--- src/rtl/kf_pkg.sv ---
`default_nettype none
// ============================================================================
// Module      : kf_pkg
// Description : Shared types and fixed-point constants for the Kalman filter
//               state-update blocks.
//               - kf_state_t : sequencing states of the state estimate updater
//               - ONE        : 1.0 in the default Q(FRAC) format
//               - acc_width  : MAC accumulator width for a given element width
// Revision    : 1.0 - initial release
// ============================================================================
package kf_pkg;

    typedef enum logic [2:0] {
        ST_IDLE   = 3'd0,
        ST_PRED   = 3'd1,
        ST_WAIT_K = 3'd2,
        ST_INNOV  = 3'd3,
        ST_UPD    = 3'd4,
        ST_DONE   = 3'd5
    } kf_state_t;

    localparam int FRAC_DEFAULT = 8;
    localparam int ONE          = 1 << FRAC_DEFAULT;

    // Four guard bits let up to 16 full-scale products accumulate without
    // overflowing the accumulator.
    localparam int ACC_GUARD = 4;

    function automatic int acc_width(input int width);
        return 2 * width + ACC_GUARD;
    endfunction

endpackage : kf_pkg
`default_nettype wire

--- src/rtl/kf_mac.sv ---
`default_nettype none
// ============================================================================
// Module      : kf_mac
// Description : Signed multiply-accumulate with per-row clear and a
//               shift-and-truncate result tap.
// Ports       : clk      - clock
//               reset    - synchronous active-low reset (clears accumulator)
//               i_en     - accumulate this cycle
//               i_clear  - start of a row: ignore the stored accumulator
//               i_a/i_b  - signed WIDTH operands
//               o_result - ((acc or 0) + a*b) >>> FRAC, truncated to WIDTH
// Revision    : 1.0 - initial release
// ============================================================================
module kf_mac #(
    parameter int WIDTH = 16,
    parameter int FRAC  = 8,
    parameter int ACC_W = 2 * WIDTH + 4
) (
    input  logic                    clk,
    input  logic                    reset,
    input  logic                    i_en,
    input  logic                    i_clear,
    input  logic signed [WIDTH-1:0] i_a,
    input  logic signed [WIDTH-1:0] i_b,
    output logic signed [WIDTH-1:0] o_result
);

    logic signed [2*WIDTH-1:0] w_prod;
    logic signed [ACC_W-1:0]   w_prod_ext;
    logic signed [ACC_W-1:0]   w_base;
    logic signed [ACC_W-1:0]   w_sum;
    logic signed [ACC_W-1:0]   r_acc;

    assign w_prod     = i_a * i_b;
    assign w_prod_ext = {{(ACC_W - 2*WIDTH){w_prod[2*WIDTH-1]}}, w_prod};
    assign w_base     = i_clear ? '0 : r_acc;
    assign w_sum      = w_base + w_prod_ext;

    // Taking WIDTH bits starting at FRAC is an arithmetic right shift by
    // FRAC followed by a wrapping truncation.
    assign o_result = w_sum[FRAC +: WIDTH];

    always_ff @(posedge clk) begin
        if (!reset) begin
            r_acc <= '0;
        end else if (i_en) begin
            r_acc <= w_sum;
        end
    end

endmodule : kf_mac
`default_nettype wire

--- src/rtl/state_estimate_updater.sv ---
`default_nettype none
// ============================================================================
// Module      : state_estimate_updater
// Description : One Kalman filter state step on a single time-multiplexed MAC:
//                 x_pred = Fdnk * x_hat
//                 innov  = y - H * x_pred
//                 x_hat  = x_pred + K * innov
//               The gain K is captured on k_valid (generator end_K_G) and is
//               frozen once the innovation pass starts.
// Ports       : clk, reset (sync, active-low; loads x_hat from X0)
//               start_predict - one-cycle step request (IDLE only)
//               Fdnk, H       - model matrices, stable for the whole step
//               y             - measurement, latched with start_predict
//               X0            - initial state
//               K, k_valid    - gain matrix and its strobe
//               x_hat, x_pred, innov - result registers
//               busy          - high outside IDLE
//               done          - one-cycle pulse when x_hat is updated
//               restart_cov   - copy of done, re-arms the covariance stage
// Revision    : 1.0 - initial release
// ============================================================================
module state_estimate_updater
    import kf_pkg::*;
#(
    parameter int WIDTH = 16,
    parameter int nos   = 4,
    parameter int noo   = 2,
    parameter int FRAC  = 8
) (
    input  logic                    clk,
    input  logic                    reset,
    input  logic                    start_predict,
    input  logic signed [WIDTH-1:0] Fdnk   [nos][nos],
    input  logic signed [WIDTH-1:0] H      [noo][nos],
    input  logic signed [WIDTH-1:0] y      [noo],
    input  logic signed [WIDTH-1:0] X0     [nos],
    input  logic signed [WIDTH-1:0] K      [nos][noo],
    input  logic                    k_valid,
    output logic signed [WIDTH-1:0] x_hat  [nos],
    output logic signed [WIDTH-1:0] x_pred [nos],
    output logic signed [WIDTH-1:0] innov  [noo],
    output logic                    busy,
    output logic                    done,
    output logic                    restart_cov
);

    localparam int ACC_W  = acc_width(WIDTH);
    localparam int NOS_W  = (nos > 1) ? $clog2(nos) : 1;
    localparam int NOO_W  = (noo > 1) ? $clog2(noo) : 1;
    localparam int IDX_W  = (NOS_W > NOO_W) ? NOS_W : NOO_W;

    kf_state_t               r_state;
    logic [IDX_W-1:0]        r_i;
    logic [IDX_W-1:0]        r_j;
    logic signed [WIDTH-1:0] r_y     [noo];
    logic signed [WIDTH-1:0] r_k     [nos][noo];
    logic signed [WIDTH-1:0] r_xhat  [nos];
    logic signed [WIDTH-1:0] r_xpred [nos];
    logic signed [WIDTH-1:0] r_innov [noo];
    logic                    r_k_have;
    logic                    r_busy;
    logic                    r_done;

    // Row/column indices narrowed to the size of the array they address.
    logic [NOS_W-1:0]        w_i_s;
    logic [NOO_W-1:0]        w_i_o;
    logic [NOS_W-1:0]        w_j_s;
    logic [NOO_W-1:0]        w_j_o;

    logic signed [WIDTH-1:0] w_a;
    logic signed [WIDTH-1:0] w_b;
    logic signed [WIDTH-1:0] w_r;
    logic                    w_mac_en;
    logic                    w_last_col;
    logic                    w_last_row;

    assign w_i_s = r_i[NOS_W-1:0];
    assign w_i_o = r_i[NOO_W-1:0];
    assign w_j_s = r_j[NOS_W-1:0];
    assign w_j_o = r_j[NOO_W-1:0];

    // Operand selection and matrix shape for the current MAC pass.
    always_comb begin
        w_a        = '0;
        w_b        = '0;
        w_mac_en   = 1'b0;
        w_last_col = 1'b0;
        w_last_row = 1'b0;
        case (r_state)
            ST_PRED: begin
                w_a        = Fdnk[w_i_s][w_j_s];
                w_b        = r_xhat[w_j_s];
                w_mac_en   = 1'b1;
                w_last_col = (r_j == IDX_W'(nos - 1));
                w_last_row = (r_i == IDX_W'(nos - 1));
            end
            ST_INNOV: begin
                w_a        = H[w_i_o][w_j_s];
                w_b        = r_xpred[w_j_s];
                w_mac_en   = 1'b1;
                w_last_col = (r_j == IDX_W'(nos - 1));
                w_last_row = (r_i == IDX_W'(noo - 1));
            end
            ST_UPD: begin
                w_a        = r_k[w_i_s][w_j_o];
                w_b        = r_innov[w_j_o];
                w_mac_en   = 1'b1;
                w_last_col = (r_j == IDX_W'(noo - 1));
                w_last_row = (r_i == IDX_W'(nos - 1));
            end
            default: ;
        endcase
    end

    kf_mac #(
        .WIDTH (WIDTH),
        .FRAC  (FRAC),
        .ACC_W (ACC_W)
    ) u_mac (
        .clk      (clk),
        .reset    (reset),
        .i_en     (w_mac_en),
        .i_clear  (r_j == '0),
        .i_a      (w_a),
        .i_b      (w_b),
        .o_result (w_r)
    );

    always_ff @(posedge clk) begin
        if (!reset) begin
            r_state  <= ST_IDLE;
            r_i      <= '0;
            r_j      <= '0;
            r_k_have <= 1'b0;
            r_busy   <= 1'b0;
            r_done   <= 1'b0;
            for (int n = 0; n < nos; n++) begin
                r_xhat[n]  <= X0[n];
                r_xpred[n] <= '0;
                for (int m = 0; m < noo; m++) begin
                    r_k[n][m] <= '0;
                end
            end
            for (int m = 0; m < noo; m++) begin
                r_innov[m] <= '0;
                r_y[m]     <= '0;
            end
        end else begin
            // Gain is accepted only before the innovation pass consumes it.
            if (k_valid && (r_state == ST_PRED || r_state == ST_WAIT_K)) begin
                r_k      <= K;
                r_k_have <= 1'b1;
            end

            case (r_state)
                ST_IDLE: begin
                    if (start_predict) begin
                        r_state <= ST_PRED;
                        r_busy  <= 1'b1;
                        r_y     <= y;
                        r_i     <= '0;
                        r_j     <= '0;
                    end
                end

                ST_PRED, ST_INNOV, ST_UPD: begin
                    if (w_last_col) begin
                        if (r_state == ST_PRED) begin
                            r_xpred[w_i_s] <= w_r;
                        end else if (r_state == ST_INNOV) begin
                            r_innov[w_i_o] <= r_y[w_i_o] - w_r;
                        end else begin
                            r_xhat[w_i_s] <= r_xpred[w_i_s] + w_r;
                        end
                        r_j <= '0;
                        if (w_last_row) begin
                            r_i <= '0;
                            if (r_state == ST_PRED) begin
                                r_state <= ST_WAIT_K;
                            end else if (r_state == ST_INNOV) begin
                                r_state <= ST_UPD;
                            end else begin
                                r_state <= ST_DONE;
                                r_done  <= 1'b1;
                            end
                        end else begin
                            r_i <= r_i + IDX_W'(1);
                        end
                    end else begin
                        r_j <= r_j + IDX_W'(1);
                    end
                end

                ST_WAIT_K: begin
                    if (r_k_have || k_valid) begin
                        r_state <= ST_INNOV;
                    end
                end

                ST_DONE: begin
                    r_state  <= ST_IDLE;
                    r_done   <= 1'b0;
                    r_busy   <= 1'b0;
                    r_k_have <= 1'b0;
                end

                default: begin
                    r_state <= ST_IDLE;
                    r_done  <= 1'b0;
                    r_busy  <= 1'b0;
                end
            endcase
        end
    end

    assign x_hat       = r_xhat;
    assign x_pred      = r_xpred;
    assign innov       = r_innov;
    assign busy        = r_busy;
    assign done        = r_done;
    assign restart_cov = r_done;

endmodule : state_estimate_updater
`default_nettype wire
--- config.mk ---
export PLATFORM = sky130hd
export DESIGN_NAME = state_estimate_updater
export DESIGN_NICKNAME = d
export VERILOG_FILES = /design/src/rtl/kf_pkg.sv /design/src/rtl/kf_mac.sv /design/src/rtl/state_estimate_updater.sv
export SDC_FILE = /design/constraint.sdc
export NUM_CORES = 2
export LEC_CHECK = 0
export ABC_CLOCK_PERIOD_IN_PS = 12100
export CORE_AREA = 3 3 297 299
export DETAILED_ROUTE_END_ITERATION = 10
export DIE_AREA = 0 0 300 302
export HOLD_SLACK_MARGIN = 0.05
export PLACE_DENSITY = 0.63
export SKIP_CTS_REPAIR_TIMING = 1
export SYNTH_ARGS = -nofsm -noshare
export SYNTH_HDL_FRONTEND = slang
export SYNTH_SLANG_ARGS = --single-unit
--- constraint.sdc ---
create_clock -name clk -period 12.1 [get_ports clk]
set_input_delay 2.42 -clock clk [delete_from_list [all_inputs] [get_ports clk]]
set_output_delay 2.42 -clock clk [all_outputs]
set_load 0.02 [all_outputs]
* Yosys cells after proc, flatten, opt, wreduce, memory -nomap -nowiden *
Cells that the tools add are included.

storage, ports and cells
  output and inout bits = 163
  memories = 0
  flip-flop bits (word level) = 366
  input bits = 612
  RAM bits = 0
  ROM bits = 0
  latch bits = 0

operators by class
  add/sub/neg operators = 5
  eq/ne operators = 19
  multiply operators = 1
  muxes and demuxes = 71
  reductions and logical operators = 23
  shifts and indexed selects = 0
  divide/modulo/power cells = 0
  magnitude comparators = 6
  bitwise operators = 8

operators by type and width
  kind                  number
  $mux W64              10
  $mux W16              21
  $bmux W16 S2          5
  $bmux W64 S2          1
  $bwmux W64            2
  $pmux W16 S3          2
  $bmux W32 S2          1
  $mux W32              2
  $add A36 B32 Y36      1
  $mux W36              1
  $bwmux W32            1
  $demux W16 S2         1
  $mul A16 B16 Y32      1
  $add A16 B16 Y16      1
  $demux W16 S1         1
  $sub A16 B16 Y16      1
  $mux W3               5
  $ne A2 B2 Y1 const B  6
  $reduce_and A4 Y1     3
  $pmux W3 S3           1
  $mux W2               4
  $ne A2 B1 Y1 const B  4
  $pmux W1 S2           4
  $pmux W2 S2           2
  25 further kinds      52

* Depth between registers and ports, before layout *
  word-level depth = 17
  mapped depth = 45
  gate-level depth less buffers = 38

* Cells and area by module *
From an unflattened synthesis, not the netlist that was laid out.

second synthesis, totals
  cell total of the unflattened synthesis = 3136
  area total of the unflattened synthesis = 29253.1 sq um

modules (own cells, without submodules)
  module                  cells each  sequential area each (sq um)  area an instance (sq um)  instances
  state_estimate_updater  2026        7247.0                        19587.5                   1
  kf_mac                  1110        480.5                         9665.5                    1

* Worst setup path after synthesis *
No wires, ideal clock.

  path kind = input port to flip-flop
  from = input Fdnk[20] (netlist name)
  to = register r_xhat (netlist bit x_hat[15]), data pin
  stages = 35
  slack = 1.350 ns
  path buffers = 1
  data arrival time = 10.482 ns
  path through = mux4_2 -> mux4_2 -> a21oi_1 -> o22a_1 -> clkbuf_1 -> nor2_1 -> fa_1 -> inv_1 -> fa_1 -> inv_1 -> ha_1 -> fa_1 -> fa_1 -> inv_1 -> fa_1 -> inv_1 -> ha_1 -> or3_1 -> o21a_1 -> o31ai_1 -> a21oi_1 -> nand2_1 -> a21boi_0 -> nor2_1 -> xor2_1 -> inv_1 -> ha_1 -> or3_1 -> a211o_1 -> a31oi_1 -> nor2b_1 -> o21a_1 -> o41a_1 -> xnor2_1 -> o31ai_1

between the ends
  longest elaborated chain between the ends = 16

RTL lines
  item                                         RTL line                       source
  start: declaration                           state_estimate_updater.sv:33   input logic signed [WIDTH-1:0] Fdnk [nos][nos],
  $bmux W64 S2                                 state_estimate_updater.sv:91   w_a = Fdnk[w_i_s][w_j_s];
  $mux W64 (implied by the code) (2 in a row)  state_estimate_updater.sv:91
  $bmux W16 S2                                 state_estimate_updater.sv:91
  $mux W16 (implied by the code) (2 in a row)  state_estimate_updater.sv:91
  $pmux W16 S3                                 state_estimate_updater.sv:89   case (r_state)
  $mul A16 B16 Y32                             kf_mac.sv:34                   assign w_prod = i_a * i_b;
  $add A36 B32 Y36                             kf_mac.sv:37                   assign w_sum = w_base + w_prod_ext;
  named net u_mac.o_result[9]                  kf_mac.sv:25                   output logic signed [WIDTH-1:0] o_result
  $add A16 B16 Y16                             state_estimate_updater.sv:173  r_xhat[w_i_s] <= r_xpred[w_i_s] + w_r;
  $bwmux W64                                   state_estimate_updater.sv:173
  $mux W64                                     state_estimate_updater.sv:170  end else if (r_state == ST_INNOV) begin
  $mux W64                                     state_estimate_updater.sv:168  if (r_state == ST_PRED) begin
  $mux W64                                     state_estimate_updater.sv:167  if (w_last_col) begin
  $mux W64                                     state_estimate_updater.sv:155  case (r_state)
  $mux W64                                     state_estimate_updater.sv:130  if (!reset) begin
  end signal: indexed assignment               state_estimate_updater.sv:138  r_xhat[n] <= X0[n];
  end signal: indexed assignment               state_estimate_updater.sv:173
  end: declaration                             state_estimate_updater.sv:57   logic signed [WIDTH-1:0] r_xhat [nos];

The timed path passes the listed nets, and every way through them passes these cells. The select of a mux whose other input is x is not followed.
A chain may end at the register's enable or synchronous reset.

* Worst setup path in the final report *
  from = input Fdnk[230] (netlist name)
  to = register r_xhat (netlist bit x_hat[15]), data pin

The elaborated chain is that of the path after synthesis.

==> summary.txt <==
Clock network
  • Worst-path clk slew: 0.06 ns
  • # H-tree levels: 2
  • TritonCTS buffer count: 42
  • CTS Root Cell: clkbuf_16
  • CTS tree: yes
  • Clk buf depth: 3
  • Clk_lat worst skew: 0.59 ns
  • Clk sinks: 354

Global routing
  • First-pass GRT wire length: 187000 µm
  • Number of global-route vias before repair: 26.8k
  • Largest net degree at the start of global routing: 199
  • Total grt overflow: 0
  • Gr usage total: 0.285
  • Number of antenna violations at the first check in global routing: 24

Cells and area
  • Layout cells sized above 1: 0.103
  • Fin util: 0.454
  • Syn-to-layout area delta: 37.6%
  • Fillers: 8380
  • Commonest non-fill, non-tap cell in the layout: clkdlybuf4s50_1
  • Layout Cells excl Fill: 4943
  • Layout net count: 4689
  • Commonest non-fill, non-tap cells in the layout: clkdlybuf4s50_1 (774), nand2_1 (553), inv_1 (336)

Synthesis
  • Post-synthesis sequential area ratio: 0.274
  • XOR/XNOR Fraction of Synth Area: 0.0231
  • Cell area after synthesis: 0.0282 mm²
  • Synth Area in Compound Gates: 0.111
  • Yosys top cell by area: dfxtp_1
  • Post-synth net total: 3972
  • FFs w/ async S/R, synth: 0
  • Synth area leaders: dfxtp_1 (21%), fa_1 (15%), mux4_2 (15%), nand2_1 (7.4%), edfxtp_1 (6.8%)
  • Number of synthesized flops with an enable pin: 64
  • #FFs+latches synth: 354
  • Post-Synth Adder-Cell Area: 0.201
  • Simple-gate area share of the yosys netlist: 0.142
  • Mux contribution to synthesized area: 0.174
  • Synth top area share: 0.206
  • Ys flop type: dfxtp_1
  • Unique masters post-synth: 70
  • Avg Inst Size Synth: 9.29 µm²
  • Largest family of logic cells by synthesized area: adder cells
  • Gate count of the mapped netlist: 3034
  • Ys Warns: 0

Timing
  • Setup total negative slack: 0 ns
  • RSZ-0062 raised after global routing: no
  • Final slew viol count: 0
  • Measured slew at the worst slew-check pin: 1.22 ns
  • Final Skew: 0.0222 ns
  • Final Cycle Share: 0.937
  • Tmin final: 11.33 ns
  • Worst hold margin: 0.451 ns
  • Finish-stage setup viols: 0
  • Worst relative slew slack: 0.183
  • Final Hold Fails: 0
  • Achievable Freq: 88.2 MHz

Drt
  • DR vias: 26.3k
  • Initial DRC count: 2148
  • Average vias per placed instance: 5.32
  • Final ANT Viol Nets: 0
  • DRC: 0
  • Total Routed Length: 133000 µm
  • Routed len/inst: 26.8 µm
  • Detailed Routing Iterations Pass 1: 6

Hold path
  • Hold path start: u_mac.r_acc[3]
  • Hold/Removal Path Class: flip-flop to flip-flop

Floorplanning
  • Die H: 302 µm
  • Die ar.: 0.0906 mm²
  • Initial Util: 0.330
  • Core ar.: 0.0854 mm²
  • IO Count: 775
  • Row Count: 107
  • Die X: 300 µm

Critical path
  • Worst Setup End Kind: flip-flop
  • WP data arrival: 11.64 ns
  • WP data required: 12.41 ns
  • CP Max Fanout: 7
  • Critical Path Start Type: input port
  • Reg-to-reg setup timing slack: 1.78 ns
  • Worst Setup SP: Fdnk[230]
  • Most used cell along the critical path: inv_1
  • Cell family contributing the most delay on the critical path: adder cells
  • Worst path buffer plus inverter count: 8
  • CP max stage cell: fa_1
  • Critical R2R Launch: r_i[0]
  • Crit-path max cell delay: 0.59 ns
  • Critical path class: input port to flip-flop

Place
  • Port Buf Inserts: 774
  • Routability cong.: 0.948
  • Final HPWL DP: 109000 µm
  • Placed cells: 4851

Power
  • P_leak: 14.8 nW
  • Maximum vdd drop: 96.0 µV
  • PD cells: 131 mW/mm²
  • Tot Pwr: 0.00510 W

Run
  • Maximum capacitance violations: 0

Status
  • Outcome: complete, no violations
[metrics by stage]
| stage | setup WS (ns) | area [µm²] |
|---|---|---|
| floorplan | 1.35 | 28200 |
| global placement | 0.265 | 37400 |
| detailed placement | 0.181 | 37400 |
| CTS | 0.791 | 38800 |
| global route | 0.288 | 38800 |
| finish | 0.768 | 38800 |
[logic make-up after synthesis]
group,after synthesis
simple gates,972
compound gates,521
xor+xnor,69
flops,354
mux,257
fa+ha+maj,326
buf+inv,535
[final cells by class]
type                            instances  area, µm²  share of cell area
Antenna cell                           15       37.5            0.000967
Clock buffer                           46       1100              0.0283
Clock inverter                         31        310             0.00800
Inverter                              339       1280              0.0330
Multi-Input combinational cell       2145      18400               0.474
Sequential cell                       354       7740               0.199
Tap cell                             1144       1430              0.0369
Timing Repair Buffer                  869       8520               0.220
[state kept, by name, summed over array words and instances (netlist names)]
| signal | flops |
|---|---|
| busy | 1 |
| done | 1 |
| innov | 32 |
| r_i | 2 |
| r_j | 2 |
| r_k | 128 |
| r_k_have | 1 |
| r_state | 3 |
| r_y | 32 |
| u_mac.r_acc | 24 |
| x_hat | 64 |
| x_pred | 64 |
[layer usage]
metal	wire length, µm	share of wire	vias to the layer above	GRT usage
met2	66100	0.50	1248	0.497
met5	0	0	-	0
li1	-	-	11700	-
met4	8470	0.064	0	0.156
met3	9280	0.070	277	0.0492
met1	48800	0.37	13100	0.335
[tightest hold or removal path, stage by stage (launching register included)]
cell,delay [ns]
dfxtp_1,0.30
nand2_1,0.05
a21oi_1,0.05
[final timing paths]
path	to	depth (start not counted)
setup reg to reg	x_hat[15]	33
hold reg to reg	u_mac.r_acc[3]	2
setup / recovery	x_hat[15]	37
hold / removal	u_mac.r_acc[3]	2
[cells in the mapped netlist (all sizes together) (5+ instances only)]
library cell / count
a211oi: 13
a21boi: 6
a21o: 11
a21oi: 316
a22oi: 10
and2: 19
buf: 55
clkbuf: 141
dfxtp: 290
edfxtp: 64
fa: 211
ha: 115
inv: 338
mux2: 13
mux2i: 59
mux4: 185
nand2: 553
nand2b: 12
nand3: 10
nand4: 7
nor2: 280
nor2b: 53
nor3: 13
o21a: 7
o21ai: 31
o22a: 12
o22ai: 22
o2bb2ai: 60
o31ai: 9
or2: 7
or3: 5
xnor2: 45
xor2: 22
[report_power, final]
group | switching, W | leakage, nW | internal, W
Clock | 0.000565 | 0.690 | 0.000750
Sequential | 0.0000912 | 3.00 | 0.00132
Combinational | 0.00143 | 11.1 | 0.000943
Total | 0.00209 | 14.8 | 0.00301
No activity file was read; power rests on OpenSTA's default activity.
